==> src/rtl/if_fetch_unit_pkg.sv <==
// Shared definitions for the instruction-fetch stage.
// Contents: datapath width, the NOP used on faults and stalls, and the
// fetch FSM state encodings.
package if_fetch_unit_pkg;

    localparam int               FETCH_XLEN = 32;
    localparam logic [31:0]      FETCH_NOP  = 32'h0000_0013;  // addi x0, x0, 0

    typedef enum logic [1:0] {
        FETCH_IDLE = 2'd0,
        FETCH_REQ  = 2'd1,
        FETCH_WAIT = 2'd2,
        FETCH_HOLD = 2'd3
    } fetch_state_t;

endpackage

==> src/rtl/if_fetch_unit_pc.sv <==
// if_pc_unit: program counter register and next-PC selection.
// Ports:
//   clk, reset_n        clock, synchronous active-low reset
//   pc_wren             update PC this cycle
//   branch_taken        take branch_target instead of pc+4
//   branch_target       branch destination
//   pc                  current PC
//   misalign            pulse: taken branch to a non-word-aligned target
module if_pc_unit
    import if_fetch_unit_pkg::*;
#(
    parameter int             XLEN     = FETCH_XLEN,
    parameter logic [XLEN-1:0] RESET_PC = '0
) (
    input  logic            clk,
    input  logic            reset_n,
    input  logic            pc_wren,
    input  logic            branch_taken,
    input  logic [XLEN-1:0] branch_target,
    output logic [XLEN-1:0] pc,
    output logic            misalign
);

    logic [XLEN-1:0] pc_seq;
    logic [XLEN-1:0] pc_next;
    logic            target_ok;

    // Natural XLEN-bit wrap: 0xFFFF_FFFC + 4 = 0.
    assign pc_seq    = pc + XLEN'(4);
    assign target_ok = (branch_target[1:0] == 2'b00);
    assign misalign  = pc_wren & branch_taken & ~target_ok;

    // A misaligned target falls back to the sequential PC.
    always_comb begin
        pc_next = pc_seq;
        if (branch_taken && target_ok)
            pc_next = branch_target;
    end

    always_ff @(posedge clk) begin
        if (!reset_n)
            pc <= RESET_PC;
        else if (pc_wren)
            pc <= pc_next;
    end

endmodule

==> src/rtl/if_fetch_unit.sv <==
// if_fetch_unit: instruction-fetch stage of the multi-cycle core.
// Issues one imem request per instruction, waits (bounded) for rvalid,
// buffers the word and loads the IF/ID register on the sequencer's strobe.
// Ports:
//   clk, reset_n                    clock, synchronous active-low reset
//   stage_reset_n                   per-instruction clear (low = back to IDLE)
//   if_id_wren, pc_wren             sequencer strobes
//   branch_taken, branch_target     next-PC selection, sampled on pc_wren
//   imem_req, imem_addr             fetch request (one cycle) and address
//   imem_rdata, imem_rvalid         fetch response
//   pc                              current PC
//   if_id_pc, if_id_instr,
//   if_id_valid                     IF/ID register
//   fetch_ready                     buffer holds a completed fetch
//   fetch_fault                     sticky: timeout or misaligned branch
//   stall_err                       sticky: IF/ID load before fetch_ready
module if_fetch_unit
    import if_fetch_unit_pkg::*;
#(
    parameter int              XLEN      = FETCH_XLEN,
    parameter logic [XLEN-1:0] RESET_PC  = '0,
    parameter logic [XLEN-1:0] NOP_INSTR = FETCH_NOP,
    parameter int              TIMEOUT   = 15,
    parameter int              TO_W      = 4
) (
    input  logic            clk,
    input  logic            reset_n,
    input  logic            stage_reset_n,
    input  logic            if_id_wren,
    input  logic            pc_wren,
    input  logic            branch_taken,
    input  logic [XLEN-1:0] branch_target,
    input  logic [XLEN-1:0] imem_rdata,
    input  logic            imem_rvalid,
    output logic            imem_req,
    output logic [XLEN-1:0] imem_addr,
    output logic [XLEN-1:0] pc,
    output logic [XLEN-1:0] if_id_pc,
    output logic [XLEN-1:0] if_id_instr,
    output logic            if_id_valid,
    output logic            fetch_ready,
    output logic            fetch_fault,
    output logic            stall_err
);

    fetch_state_t    state;
    logic [TO_W-1:0] to_cnt;
    logic [XLEN-1:0] fetch_buf;
    logic            buf_genuine;   // 0 when the buffer holds a timeout NOP
    logic            pc_misalign;
    logic            bypass;

    if_pc_unit #(
        .XLEN     (XLEN),
        .RESET_PC (RESET_PC)
    ) u_pc (
        .clk           (clk),
        .reset_n       (reset_n),
        .pc_wren       (pc_wren),
        .branch_taken  (branch_taken),
        .branch_target (branch_target),
        .pc            (pc),
        .misalign      (pc_misalign)
    );

    assign imem_addr = pc;

    // Response arriving in the same cycle the sequencer loads IF/ID goes
    // straight through instead of counting as a stall.
    assign bypass = (state == FETCH_WAIT) && imem_rvalid && stage_reset_n;

    always_ff @(posedge clk) begin
        if (!reset_n) begin
            state       <= FETCH_IDLE;
            to_cnt      <= '0;
            fetch_buf   <= NOP_INSTR;
            buf_genuine <= 1'b0;
            imem_req    <= 1'b0;
            fetch_ready <= 1'b0;
            fetch_fault <= 1'b0;
            stall_err   <= 1'b0;
            if_id_pc    <= '0;
            if_id_instr <= NOP_INSTR;
            if_id_valid <= 1'b0;
        end else begin
            if (pc_misalign)
                fetch_fault <= 1'b1;

            // IF/ID register; captures the pre-update pc when pc_wren coincides.
            if (if_id_wren) begin
                if (fetch_ready) begin
                    if_id_instr <= fetch_buf;
                    if_id_pc    <= pc;
                    if_id_valid <= buf_genuine;
                end else if (bypass) begin
                    if_id_instr <= imem_rdata;
                    if_id_pc    <= pc;
                    if_id_valid <= 1'b1;
                end else begin
                    if_id_instr <= NOP_INSTR;
                    if_id_valid <= 1'b0;
                    stall_err   <= 1'b1;
                end
            end

            // Fetch FSM; imem_req is registered so it is high exactly in REQ.
            if (!stage_reset_n) begin
                state       <= FETCH_IDLE;
                fetch_ready <= 1'b0;
                to_cnt      <= '0;
                imem_req    <= 1'b0;
            end else begin
                case (state)
                    FETCH_IDLE: begin
                        state    <= FETCH_REQ;
                        imem_req <= 1'b1;
                    end
                    FETCH_REQ: begin
                        imem_req <= 1'b0;
                        to_cnt   <= '0;
                        state    <= FETCH_WAIT;
                    end
                    FETCH_WAIT: begin
                        if (imem_rvalid) begin
                            fetch_buf   <= imem_rdata;
                            buf_genuine <= 1'b1;
                            fetch_ready <= 1'b1;
                            state       <= FETCH_HOLD;
                        end else if (to_cnt == TO_W'(TIMEOUT)) begin
                            fetch_buf   <= NOP_INSTR;
                            buf_genuine <= 1'b0;
                            fetch_fault <= 1'b1;
                            fetch_ready <= 1'b1;
                            state       <= FETCH_HOLD;
                        end else begin
                            to_cnt <= to_cnt + 1'b1;
                        end
                    end
                    FETCH_HOLD: ;
                    default: state <= FETCH_IDLE;
                endcase
            end
        end
    end

endmodule

==> config.mk <==
export PLATFORM = sky130hd
export DESIGN_NAME = if_fetch_unit
export DESIGN_NICKNAME = d
export VERILOG_FILES = /design/src/rtl/if_fetch_unit_pkg.sv /design/src/rtl/if_fetch_unit_pc.sv /design/src/rtl/if_fetch_unit.sv
export SDC_FILE = /design/constraint.sdc
export NUM_CORES = 1
export LEC_CHECK = 0
export ABC_AREA = 1
export CAP_MARGIN = 5
export CORE_AREA = 2 2 127 129
export CTS_CLUSTER_DIAMETER = 200
export CTS_CLUSTER_SIZE = 10
export DETAILED_ROUTE_END_ITERATION = 8
export DIE_AREA = 0 0 129 131
export GPL_ROUTABILITY_DRIVEN = 0
export PLACE_DENSITY = 0.87
export REMOVE_ABC_BUFFERS = 1
export SYNTH_ARGS = -nofsm -noshare
export SYNTH_HDL_FRONTEND = slang
export SYNTH_SLANG_ARGS = --single-unit
==> constraint.sdc <==
create_clock -name clk -period 1.6 [get_ports clk]
set_input_delay 0.4 -clock clk [delete_from_list [all_inputs] [get_ports clk]]
set_output_delay 0.4 -clock clk [all_outputs]
set_load 0.02 [all_outputs]
# Word level (Yosys, flattened, before mapping)
# Index checks and enable logic that the tools add are counted.
dict set report op_classes {
  n_addsub 2
  eq_ne 6
  muxes 25
  n_bitwise 5
  n_reduce_logical 17
}
# cell n
set op_table {}
lappend op_table {{$mux W32} 7}
lappend op_table {{$add A32 B3 Y32 const B} 1}
lappend op_table {{$mux W1} 11}
lappend op_table {{$reduce_and A3 Y1} 3}
lappend op_table {{$mux W4} 2}
lappend op_table {{$pmux W4 S2} 1}
lappend op_table {{$reduce_and A2 Y1} 4}
lappend op_table {{$reduce_bool A2 Y1} 4}
lappend op_table {{$pmux W2 S3} 1}
lappend op_table {{$add A4 B1 Y4 const B} 1}
lappend op_table {{$eq A4 B4 Y1 const B} 1}
lappend op_table {{$logic_not A2 Y1} 2}
lappend op_table {{$mux W2} 2}
lappend op_table {{$ne A2 B2 Y1 const B} 2}
lappend op_table {{$logic_and A1 B1 Y1} 3}
lappend op_table {{$ne A3 B2 Y1 const B} 1}
lappend op_table {{$not A1 Y1} 3}
lappend op_table {{$reduce_bool A3 Y1} 1}
lappend op_table {{$and A1 B1 Y1} 2}
lappend op_table {{$eq A2 B1 Y1 const B} 1}
lappend op_table {{$eq A2 B2 Y1 const B} 1}
lappend op_table {{$pmux W1 S2} 1}
dict set report word_totals {
  register_bits 140
  input_bits 71
  output_inout_bits 133
}

# Logic depth before layout (Yosys ltp)
dict set report depth {
  ltp_word 8
  mapped_depth 12
  depth_no_buf 11
}

# Cells and area by module
# A second synthesis with hierarchy kept.
dict set report unflattened {
  cells_unflattened 977
  hier_area_um2 6811.5
}
# module instances cells_each area_per_inst_um2 seq_area_each_um2
set modules_own_cells {}
lappend modules_own_cells {if_fetch_unit 1 570 4416.7 2162.1}
lappend modules_own_cells {if_pc_unit 1 407 2394.8 640.6}

# Least setup slack after synthesis
# OpenSTA, ideal clock, no wires.
dict set report synth_path {
  path_type {register to register}
  from {reg u_pc.pc[2]}
  to {reg u_pc.pc[24]}
  setup_time_ps 132
  arrival_time_ps 1549
  t_required_ps 1468
  path_slack_ps -81
  path_stages_with_launch 11
  path_buffers 0
  period_less_slack_ps 1681
  cell_sequence {dfxtp_1 ha_1 nand2_1 nor2_1 nand2_1 nor2_1 nand2_1 nand2_1 nand3_1 nand2_1 a21oi_1}
}
dict set report synth_between {
  elab_chain_cells 2
}
# item line
set synth_rtl {}
lappend synth_rtl {{start: declaration} if_fetch_unit_pc.sv:20} ;# output logic [XLEN-1:0] pc,
lappend synth_rtl {{start signal: assignment} if_fetch_unit_pc.sv:44} ;# pc <= pc_next;
lappend synth_rtl {{$add A32 B3 Y32} if_fetch_unit_pc.sv:29} ;# assign pc_seq = pc + XLEN'(4);
lappend synth_rtl {{$mux W32} if_fetch_unit_pc.sv:36} ;# if (branch_taken && target_ok)
# No other way between the ends.
# A chain may end at the register's enable or synchronous reset.

# Worst setup path after layout
dict set report layout_path {
  from {reg u_pc.pc[2]}
  to {reg u_pc.pc[18]}
}
# The elaborated chain is that of the path after synthesis.

==> results_dict.tcl <==
set metrics [dict create \
    drc 0 \
    synth.top_cells.by_area "dfxtp_1 43%, nand2_1 13%, a21oi_1 8.6%" \
    fp.dieW_um 129 \
    hold_ws_ps 422.1 \
    path_clk_slew_ps 70 \
    cts_root_buf "clkbuf_16" \
    power.density_nw_per_um2 865.3 \
    synth_edf_count 0 \
    ant_nets 0 \
    cp-start-kind "flip-flop" \
    outcome "complete, but fails checks" \
    worstPathArrival_ps 1980 \
    cts_buffer_depth 2 \
    cp_top_family "simple AND/OR/NAND/NOR gates" \
    dp_hpwl_um 15350 \
    worst-endpoint-required_ps 1920 \
    setup_viol 8 \
    hold_class "primary input to flip-flop" \
    clock-sinks 140 \
    skew_ps 10.57 \
    switchingPower_mw 2.443 \
    vias_per_cell 5.487 \
    internal_power_mw 6.598 \
    nNetsFinal 1258 \
    drt_iter0_drc 891 \
    pwr-share-clk 0.468 \
    max_slew_margin 0.6363 \
    grt_antenna_before_repair 0 \
    syn_area_um2 6568 \
    dieHeight_um 131 \
    crit_chain "ha_2 -> nand2_2 -> nor2_4 -> nand2_4 -> o21bai_1 -> nand3_1 -> a31oi_1" \
    overflow 0 \
    p_leak_nw 4.211 \
    path_max_fanout 5 \
    peakVddDrop_mv 0.7547 \
    syn_avg_cell_area_um2 6.950 \
    stdcell_count 1410 \
    yosysWarnings 0 \
    synth_common_cells "220 x nand2_1, 140 x dfxtp_1, 126 x nor2_1" \
    synth.distinct_cells 34 \
    period_share 1.032 \
    slew_violations 0 \
    cp-end-kind "flip-flop" \
    post_drt_wl_per_cell_um 17.88 \
    ios 204 \
    io_buffers 203 \
    power.total_mw 9.041 \
    yosysMostFrequentCell "nand2_1" \
    hold_violations 0 \
    wirelength_um 25210 \
    dr.pass1.iters 7 \
    cts-buffers-inserted 17 \
    place_inst 1363 \
    ctsHoldBuffers 0 \
    rows 46 \
    p_seq_frac 0.406 \
    synth_ff_type "dfxtp_1" \
    period_needed_ps 1651 \
    synth_top_cell_by_area "dfxtp_1" \
    crit_type "flip-flop to flip-flop" \
    p_sw_frac 0.2702 \
    grt_usage 0.2679 \
    synth-seq-cells 140 \
    dieArea_um2 16900 \
    async_reset_ff_frac 0 \
    postLayoutCoreUtil 0.6699 \
    crit_buf_inv 0 \
    coreArea_um2 15600 \
    slowest_delay_ps 350 \
    cts_tree "done" \
    drive_above_1_share 0.2647 \
    synthCells 945 \
    grt_pass1_wl_um 35650 \
    synthDominantCellAreaShare 0.4267 \
    timing_worst_slew_pin_value_ps 545.6 \
    area_growth_pct 59.10 \
    p_comb_frac 0.126 \
    worstSkewPairLatency_ps 430 \
    rsz0062_at_grt "yes" \
    antenna_cells 0 \
    critPathSlowestCell "dfxtp_1" \
    violations "setup timing" \
    fin_setup_tns_ps -134.6 \
    htreeDepth 4 \
    num_vias 7737 \
    finalWorstSetupSlack_ps -51.40 \
    ys_seq_area_frac 0.4267 \
    grt_max_degree 39 \
    drv_cap 0 \
    maxClockFrequency_mhz 605.5 \
    first_global_vias 7078 \
    start_util 0.4211 \
]
## power by group through the flow
stage          combinational (mW)  clock [mW]  sequential [mW]
6_report                     1.14        4.23             3.67
3_5_place_dp                 1.10           0             3.73
4_1_cts                      1.06        4.24             3.66
2_1_floorplan               0.270           0             3.88
3_3_place_gp                 1.08           0             3.73
5_1_grt                      1.21        4.40             3.68
## worst min-delay path, stage by stage
cell and delay, ps:
buf_2 220, o21ai_0 150, a21oi_2 40
## cells in the final DEF (no fill, tap or decap), types with 4 or more instances in the layout
cell,n
a21oi_1,81
a21oi_2,32
a31oi_1,9
buf_12,8
buf_2,5
buf_4,76
buf_6,4
clkbuf_16,23
clkbuf_2,15
clkdlybuf4s15_1,15
clkdlybuf4s15_2,20
clkdlybuf4s50_1,69
dfxtp_1,119
dfxtp_2,20
dlygate4sd2_1,79
inv_1,42
inv_2,4
inv_8,5
nand2_1,214
nand2_2,5
nand2_4,6
nand3_1,47
nand3_2,18
nand3_4,5
nand4_1,4
nor2_1,85
nor2_2,24
nor2_4,23
o211ai_1,7
o21ai_0,54
o21ai_1,27
o21ai_2,4
o21bai_1,5
## state kept, by name (all words and copies together), names as in the netlist
name         cells
fetch_buf       32
buf_genuine      1
u_pc.pc         32
to_cnt           4
fetch_fault      1
stall_err        1
imem_req         1
fetch_ready      1
if_id_instr     32
if_id_valid      1
state            2
if_id_pc        32
## final timing paths
| kind | startpoint | slack [ps] | depth (start not counted) | endpoint |
|---|---|---|---|---|
| min reg2reg | u_pc.pc[1]$_SDFFE_PN0P_ | 470 | 2 | u_pc.pc[1]$_SDFFE_PN0P_ |
| min | reset_n | 420 | 3 | if_id_instr[29]$_SDFFE_PN0P_ |
| max | u_pc.pc[2]$_SDFFE_PN0P_ | -50 | 7 | u_pc.pc[18]$_SDFFE_PN0P_ |
| max reg2reg | u_pc.pc[2]$_SDFFE_PN0P_ | -50 | 7 | u_pc.pc[18]$_SDFFE_PN0P_ |
## stage by stage
step | instance area [um^2] | setup slack, ps
after floorplan | 6098 | -1237
after global placement | 9096 | -360.7
after detailed placement | 9096 | -432.2
after CTS | 9793 | -9.333
after global routing | 10450 | -118.7
final | 10450 | -51.40
## final cells by class
class	count	area [um^2]
tap	216	270.3
clock inverter	15	203.9
fill	1164	5149
timing repair buffer	299	2839
multi-input combinational	673	3676
sequential	140	2831
clock buffer	17	425.4
inverter	50	202.7
## layer usage
metal | track usage | share of wire | up-vias
met2 | 0.4345 | 0.47 | 501
met3 | 0.06352 | 0.091 | 116
met5 | 0 | 0 | -
met1 | 0.3343 | 0.39 | 3560
met4 | 0.1368 | 0.052 | 0
li1 | - | - | 3560
## logic make-up (layout without fill, tap and decap cells)
group | Yosys count | after routing | share of synthesized area
AND/OR/NAND/NOR | 437 | 437 | 0.2745
AO/OA/AOI/OAI | 225 | 225 | 0.1804
flip-flops | 140 | 140 | 0.4267
buffers and inverters | 132 | 381 | 0.1002
adder cells (fa/ha/maj) | 6 | 6 | 0.01143
XOR/XNOR | 5 | 5 | 0.006669
## timing repair
action | 4_1_cts | 5_1_grt
gates cloned | 2 | 6
pin swaps | 2 | 41
setup endpoints to repair | 179 | 147
gates resized for setup | 230 | 198
buffers inserted | 5 | 2
(Power assumes the default switching activity.)
